[src/rtl/fp2int_pkg.sv]
// fp2int_pkg: shared constants and types for the fp_to_int scheduler.
//   Float format (13 bit): [12] sign, [11:8] unsigned exponent e, [7:0] fraction m,
//   value = (-1)^s * 0.m * 2^e. Integer result is 8-bit two's complement.
package fp2int_pkg;

   localparam int FP_W     = 13;
   localparam int INT_W    = 8;

   localparam int SIGN_BIT = 12;
   localparam int EXP_MSB  = 11;
   localparam int EXP_LSB  = 8;
   localparam int MAN_MSB  = 7;
   localparam int MAN_LSB  = 0;

   localparam int EXP_W    = EXP_MSB - EXP_LSB + 1;
   localparam int MAN_W    = MAN_MSB - MAN_LSB + 1;

   localparam int INT_MAX  = 127;
   localparam int INT_MIN  = -128;

   typedef enum logic [1:0] {
      IDLE = 2'd0,
      CONV = 2'd1,
      OUT  = 2'd2
   } state_t;

endpackage

[src/rtl/fp_to_int.sv]
// fp_to_int: combinational float-to-integer converter.
//   i_fp  : 13-bit float operand
//   o_int : truncated (toward zero), saturated two's-complement result
//   uf    : non-zero fraction whose magnitude truncates to 0
//   of    : result outside [INT_MIN, INT_MAX], o_int saturated
module fp_to_int
   import fp2int_pkg::*;
(
   input  logic [FP_W-1:0]  i_fp,
   output logic [INT_W-1:0] o_int,
   output logic             uf,
   output logic             of
);

   // Widest possible magnitude: fraction shifted by the largest exponent.
   localparam int SH_W  = MAN_W + (1 << EXP_W) - 1;
   localparam int MAG_W = SH_W - MAN_W;

   logic             sign;
   logic [EXP_W-1:0] expo;
   logic [MAN_W-1:0] man;
   logic [MAG_W-1:0] mag;

   assign sign = i_fp[SIGN_BIT];
   assign expo = i_fp[EXP_MSB:EXP_LSB];
   assign man  = i_fp[MAN_MSB:MAN_LSB];

   // 0.m * 2^e: shift the fraction left by e, then drop the MAN_W fraction
   // bits, which is truncation toward zero on the magnitude.
   assign mag = MAG_W'(({{MAG_W{1'b0}}, man} << expo) >> MAN_W);

   always_comb begin
      o_int = '0;
      uf    = 1'b0;
      of    = 1'b0;
      if (mag == '0) begin
         uf = (man != '0);
      end else if (sign) begin
         // -128 is representable, so only magnitudes above 128 overflow.
         if (mag > MAG_W'(-INT_MIN)) begin
            of    = 1'b1;
            o_int = INT_W'(INT_MIN);
         end else begin
            o_int = INT_W'(MAG_W'(0) - mag);
         end
      end else begin
         if (mag > MAG_W'(INT_MAX)) begin
            of    = 1'b1;
            o_int = INT_W'(INT_MAX);
         end else begin
            o_int = mag[INT_W-1:0];
         end
      end
   end

endmodule

[src/rtl/fp2int_sched.sv]
// fp2int_sched: round-robin scheduler sharing one fp_to_int converter.
//   i_clk, i_rst_n : clock (rising edge), asynchronous active-low reset
//   i_req          : per-requester request level
//   i_fp           : flattened operands, requester k at [k*FP_W +: FP_W]
//   o_gnt          : one-hot single-cycle grant (combinational, IDLE only)
//   o_valid/i_ready: result handshake
//   o_id           : requester index of the result
//   o_int/o_uf/o_of: converted integer and its flags
//   o_busy         : high whenever the FSM is not IDLE
// Flow: IDLE (grant + capture) -> CONV (register result) -> OUT (handshake).
module fp2int_sched #(
   parameter int N_REQ = 4,
   parameter int FP_W  = fp2int_pkg::FP_W,
   parameter int INT_W = fp2int_pkg::INT_W,
   parameter int ID_W  = $clog2(N_REQ)
) (
   input  logic                  i_clk,
   input  logic                  i_rst_n,
   input  logic [N_REQ-1:0]      i_req,
   input  logic [N_REQ*FP_W-1:0] i_fp,
   output logic [N_REQ-1:0]      o_gnt,
   output logic                  o_valid,
   input  logic                  i_ready,
   output logic [ID_W-1:0]       o_id,
   output logic [INT_W-1:0]      o_int,
   output logic                  o_uf,
   output logic                  o_of,
   output logic                  o_busy
);

   import fp2int_pkg::*;

   state_t           state;
   logic [ID_W-1:0]  ptr;
   logic [ID_W-1:0]  pick;
   logic             pick_any;
   logic [ID_W-1:0]  id_q;
   logic [FP_W-1:0]  op;
   logic [INT_W-1:0] cv_int;
   logic             cv_uf;
   logic             cv_of;

   // Round-robin picker: first active requester at or after ptr, cyclically.
   always_comb begin
      int k;
      k        = 0;
      pick     = '0;
      pick_any = 1'b0;
      for (int i = 0; i < N_REQ; i++) begin
         k = (int'(ptr) + i) % N_REQ;
         if (!pick_any && i_req[ID_W'(k)]) begin
            pick_any = 1'b1;
            pick     = ID_W'(k);
         end
      end
   end

   // Gated by i_rst_n so no grant can leak out while reset is held.
   assign o_gnt  = (i_rst_n && state == IDLE && pick_any) ? (N_REQ'(1) << pick) : '0;
   assign o_busy = (state != IDLE);

   // Operand/id capture on the grant edge; data path needs no reset.
   always_ff @(posedge i_clk) begin
      if (state == IDLE && pick_any) begin
         op   <= i_fp[pick*FP_W +: FP_W];
         id_q <= pick;
      end
   end

   fp_to_int u_conv (
      .i_fp  (op),
      .o_int (cv_int),
      .uf    (cv_uf),
      .of    (cv_of)
   );

   always_ff @(posedge i_clk or negedge i_rst_n) begin
      if (!i_rst_n) begin
         state   <= IDLE;
         ptr     <= '0;
         o_valid <= 1'b0;
         o_id    <= '0;
         o_int   <= '0;
         o_uf    <= 1'b0;
         o_of    <= 1'b0;
      end else begin
         case (state)
            IDLE: begin
               if (pick_any) begin
                  // The winner gets lowest priority in the next round.
                  ptr   <= (pick == ID_W'(N_REQ - 1)) ? '0 : pick + 1'b1;
                  state <= CONV;
               end
            end
            CONV: begin
               o_int   <= cv_int;
               o_uf    <= cv_uf;
               o_of    <= cv_of;
               o_id    <= id_q;
               o_valid <= 1'b1;
               state   <= OUT;
            end
            OUT: begin
               if (i_ready) begin
                  o_valid <= 1'b0;
                  state   <= IDLE;
               end
            end
            default: state <= IDLE;
         endcase
      end
   end

endmodule

[config.mk]
export PLATFORM = sky130hd
export DESIGN_NAME = fp2int_sched
export DESIGN_NICKNAME = d
export VERILOG_FILES = /design/src/rtl/fp2int_pkg.sv /design/src/rtl/fp_to_int.sv /design/src/rtl/fp2int_sched.sv
export SDC_FILE = /design/constraint.sdc
export NUM_CORES = 1
export LEC_CHECK = 0
export CAP_MARGIN = 40
export CORE_UTILIZATION = 52
export CTS_CLUSTER_DIAMETER = 40
export DETAILED_ROUTE_END_ITERATION = 16
export GPL_ROUTABILITY_DRIVEN = 0
export PLACE_DENSITY = 0.87
export SLEW_MARGIN = 15
export SYNTH_ARGS = -nofsm -noshare
export SYNTH_HDL_FRONTEND = slang
export SYNTH_SLANG_ARGS = --single-unit
[constraint.sdc]
create_clock -name i_clk -period 5.1 [get_ports i_clk]
set_input_delay 1.02 -clock i_clk [delete_from_list [all_inputs] [get_ports i_clk]]
set_output_delay 1.02 -clock i_clk [all_outputs]
set_load 0.05 [all_outputs]
==> results.py <==
metrics = {
    "timing": {
        "finalHoldViolCount": 0,
        "setup_viol": 0,
        "worst_slack_ps": 734,
        "max_slew_margin_pct": 45.1,
        "tightest_slew_ps": 824,
        "rsz0062_at_grt": "false",
        "clock_skew_ps": 10.2,
        "post-route-period-util_pct": 85.6,
        "max_freq_mhz": 229,
        "drv_slew": 0,
        "period_minus_slack_ps": 4370,
        "tns_ps": 0,
    },
    "global_route": {
        "met2_usage_pct": 43.8,
        "globalRoute.totalOverflow": 0,
        "met3_usage_pct": 5.56,
        "grt_pass1_wl_um": 10400,
        "antenna_found_initial": 0,
        "gr-usage-met1_pct": 31.5,
        "grt_max_degree": 30,
        "grt_use_total_pct": 25.6,
        "grt_pass1_vias": 2385,
        "grt.busiest_layer": "met2",
    },
    "clock_tree": {
        "cts_tree": "yes",
        "cts_resized": 0,
        "cts_setup_buffers": 0,
        "ctsHoldBuffers": 0,
        "cts_buffers": 5,
        "clock_latency_ps": 290,
        "clk_pin_slew_worst_paths_ps": 60,
        "clock-root-buffer": "clkbuf_8",
        "clkSinkCount": 32,
        "clock_path_buffers": 2,
        "htreeDepth": 2,
    },
    "layout": {
        "drive_above_1_share_pct": 7.01,
        "syn_to_final_growth_pct": 35.0,
        "diodes": 0,
        "layout_common_cells": "clkdlybuf4s50_1, nand2_1, dfrtp_1",
        "final_common_cell": "clkdlybuf4s50_1",
        "fillers": 333,
        "nets": 435,
    },
    "synthesis": {
        "yosys_register_bits": 32,
        "ys_types": 50,
        "syn_inst": 301,
        "synth_ff_type": "dfrtp_1",
        "yosysSeqAreaShare_pct": 34.2,
        "synth_area_per_cell_um2": 8.50,
        "ys_top_cells_by_area": "edfxtp_1, dfrtp_1, nand2_1",
        "async_reset_ff_share_pct": 53.1,
        "synth_top_area_cell": "edfxtp_1",
        "syn_area_um2": 2560,
        "synth_edf_count": 15,
        "synth_top_cell_area_share_pct": 17.6,
        "synth_fp_nets": 366,
        "synth-warning-count": 0,
    },
    "die": {
        "die-area_um2": 5210,
        "start_util_pct": 54.2,
        "core_um2": 4720,
        "die_y_um": 72.2,
        "fp-row-count": 25,
        "ios": 77,
        "fp.dieW_um": 72.2,
    },
    "place": {
        "port_buffers": 76,
        "dp_slack_ps": 771,
        "hpwl_um": 4860,
    },
    "critical_path": {
        "cp.required_ps": 4080,
        "path_class": "primary input to output pin",
        "critPathArrivalTime_ps": 3350,
        "crit_fanout": 21,
        "endpoint_kind": "output pin",
        "start_kind": "primary input",
    },
    "worst_hold_path": {
        "hold_class": "flip-flop to flip-flop",
    },
    "route": {
        "drcViolationCount": 0,
        "wire_per_inst_um": 14.4,
        "wl_um": 6320,
        "postRouteAntennaNets": 0,
        "drt_iter0_drc": 182,
        "routed_via_density": 5.84,
        "num_vias": 2559,
        "first_pass_iters": 4,
    },
    "power": {
        "ir_drop_mv": 0.281,
        "leakagePower_nw": 1.39,
        "p_total_mw": 2.47,
        "powerDensity_nw_per_um2": 715,
    },
    "run_status": {
        "status": "finished, final reports clean",
    },
    "job": {
        "cap_violations": 0,
    },
}
[per-stage QoR]
step / std cells / cell area [µm²] / hold slack, ps / util (%)
finish: 438 / 3460 / 450 / 73.2
global route: 438 / 3460 / 470 / 73.2
CTS: 438 / 3460 / 457 / 73.2
detailed placement: 430 / 3350 / 458 / 70.8
global placement: 430 / 3350 / 421 / 70.8
floorplan: 301 / 2560 / 415 / -
[sequential cells by signal (all words and copies together), names as in the netlist]
register,cells
id_q,2
o_id,2
o_int,8
o_of,1
o_uf,1
o_valid,1
op,13
ptr,2
state,2
[layout make-up]
class                           instances  area [µm²]  area share (%)
Sequential cell                        32         876            25.3
Timing Repair Buffer                   81         793            22.9
Multi-Input combinational cell        239        1550            44.9
Inverter                               11        41.3            1.19
Tap cell                               67        83.8            2.42
Clock inverter                          1        3.75           0.109
Clock buffer                            7         108            3.11
[worst paths after layout]
kind	depth (start not counted)	startpoint	slack (ps)	end
min in group asynchronous	2	i_rst_n	1190	o_int[3]
max	6	i_req[3]	730	o_gnt[1]
min	2	id_q[1]	450	o_id[1]
min reg2reg	2	id_q[1]	450	o_id[1]
max reg2reg	12	op[8]	1410	o_int[5]
max in group asynchronous	2	i_rst_n	3710	o_valid
[power by group]
part	switching, mW	total (mW)	leakage, nW	internal [mW]
clock	0.0938	0.231	0.0570	0.137
combinational	0.932	1.59	0.981	0.660
sequential	0.209	0.649	0.355	0.440
total	1.24	2.47	1.39	1.24
[Yosys cell counts, types with 2 or more instances]
cell type,number
nand2_1,55
dfrtp_1,17
a211oi_1,15
clkbuf_1,15
edfxtp_1,15
a21oi_1,14
a31oi_1,14
nor2_1,14
and2_1,13
inv_1,10
nand2b_1,9
o21ai_1,8
mux2i_1,7
o22ai_1,7
ha_1,6
o21ai_0,6
and3_1,5
and3b_1,5
mux2_2,5
nor3_1,5
nor2b_1,4
o31ai_1,4
buf_6,3
mux2_1,3
mux4_2,3
nand3_1,3
nor4_1,3
xnor2_1,3
a21o_1,2
a221o_1,2
nand3b_1,2
nand4_1,2
nor3b_1,2
o211ai_1,2
o41ai_1,2
or3_1,2
[layer usage]
| metal | wire length (µm) | share of wire [%] |
|---|---|---|
| met1 | 2780 | 44 |
| met4 | 157 | 2.5 |
| met5 | 0 | 0 |
| met3 | 407 | 6.4 |
| met2 | 2970 | 47 |
[cell families after synthesis]
kind of cell / Yosys count / synth area share (%)
and+or+nand+nor: 128 / 25.7
AOI/OAI and AO/OA: 83 / 21.6
DFF: 32 / 34.2
buffers and inverters: 30 / 5.33
muxes: 18 / 8.90
adders and majority gates: 6 / 2.93
xor gates and xnor gates: 4 / 1.37
[critical path, stage by stage]
cell and delay (ps):
clkdlybuf4s50_1 460, nor4_1 630, nor2_1 100, buf_4 240, and3_1 200, clkdlybuf4s50_1 690
Power figures use the tool's default switching activity.
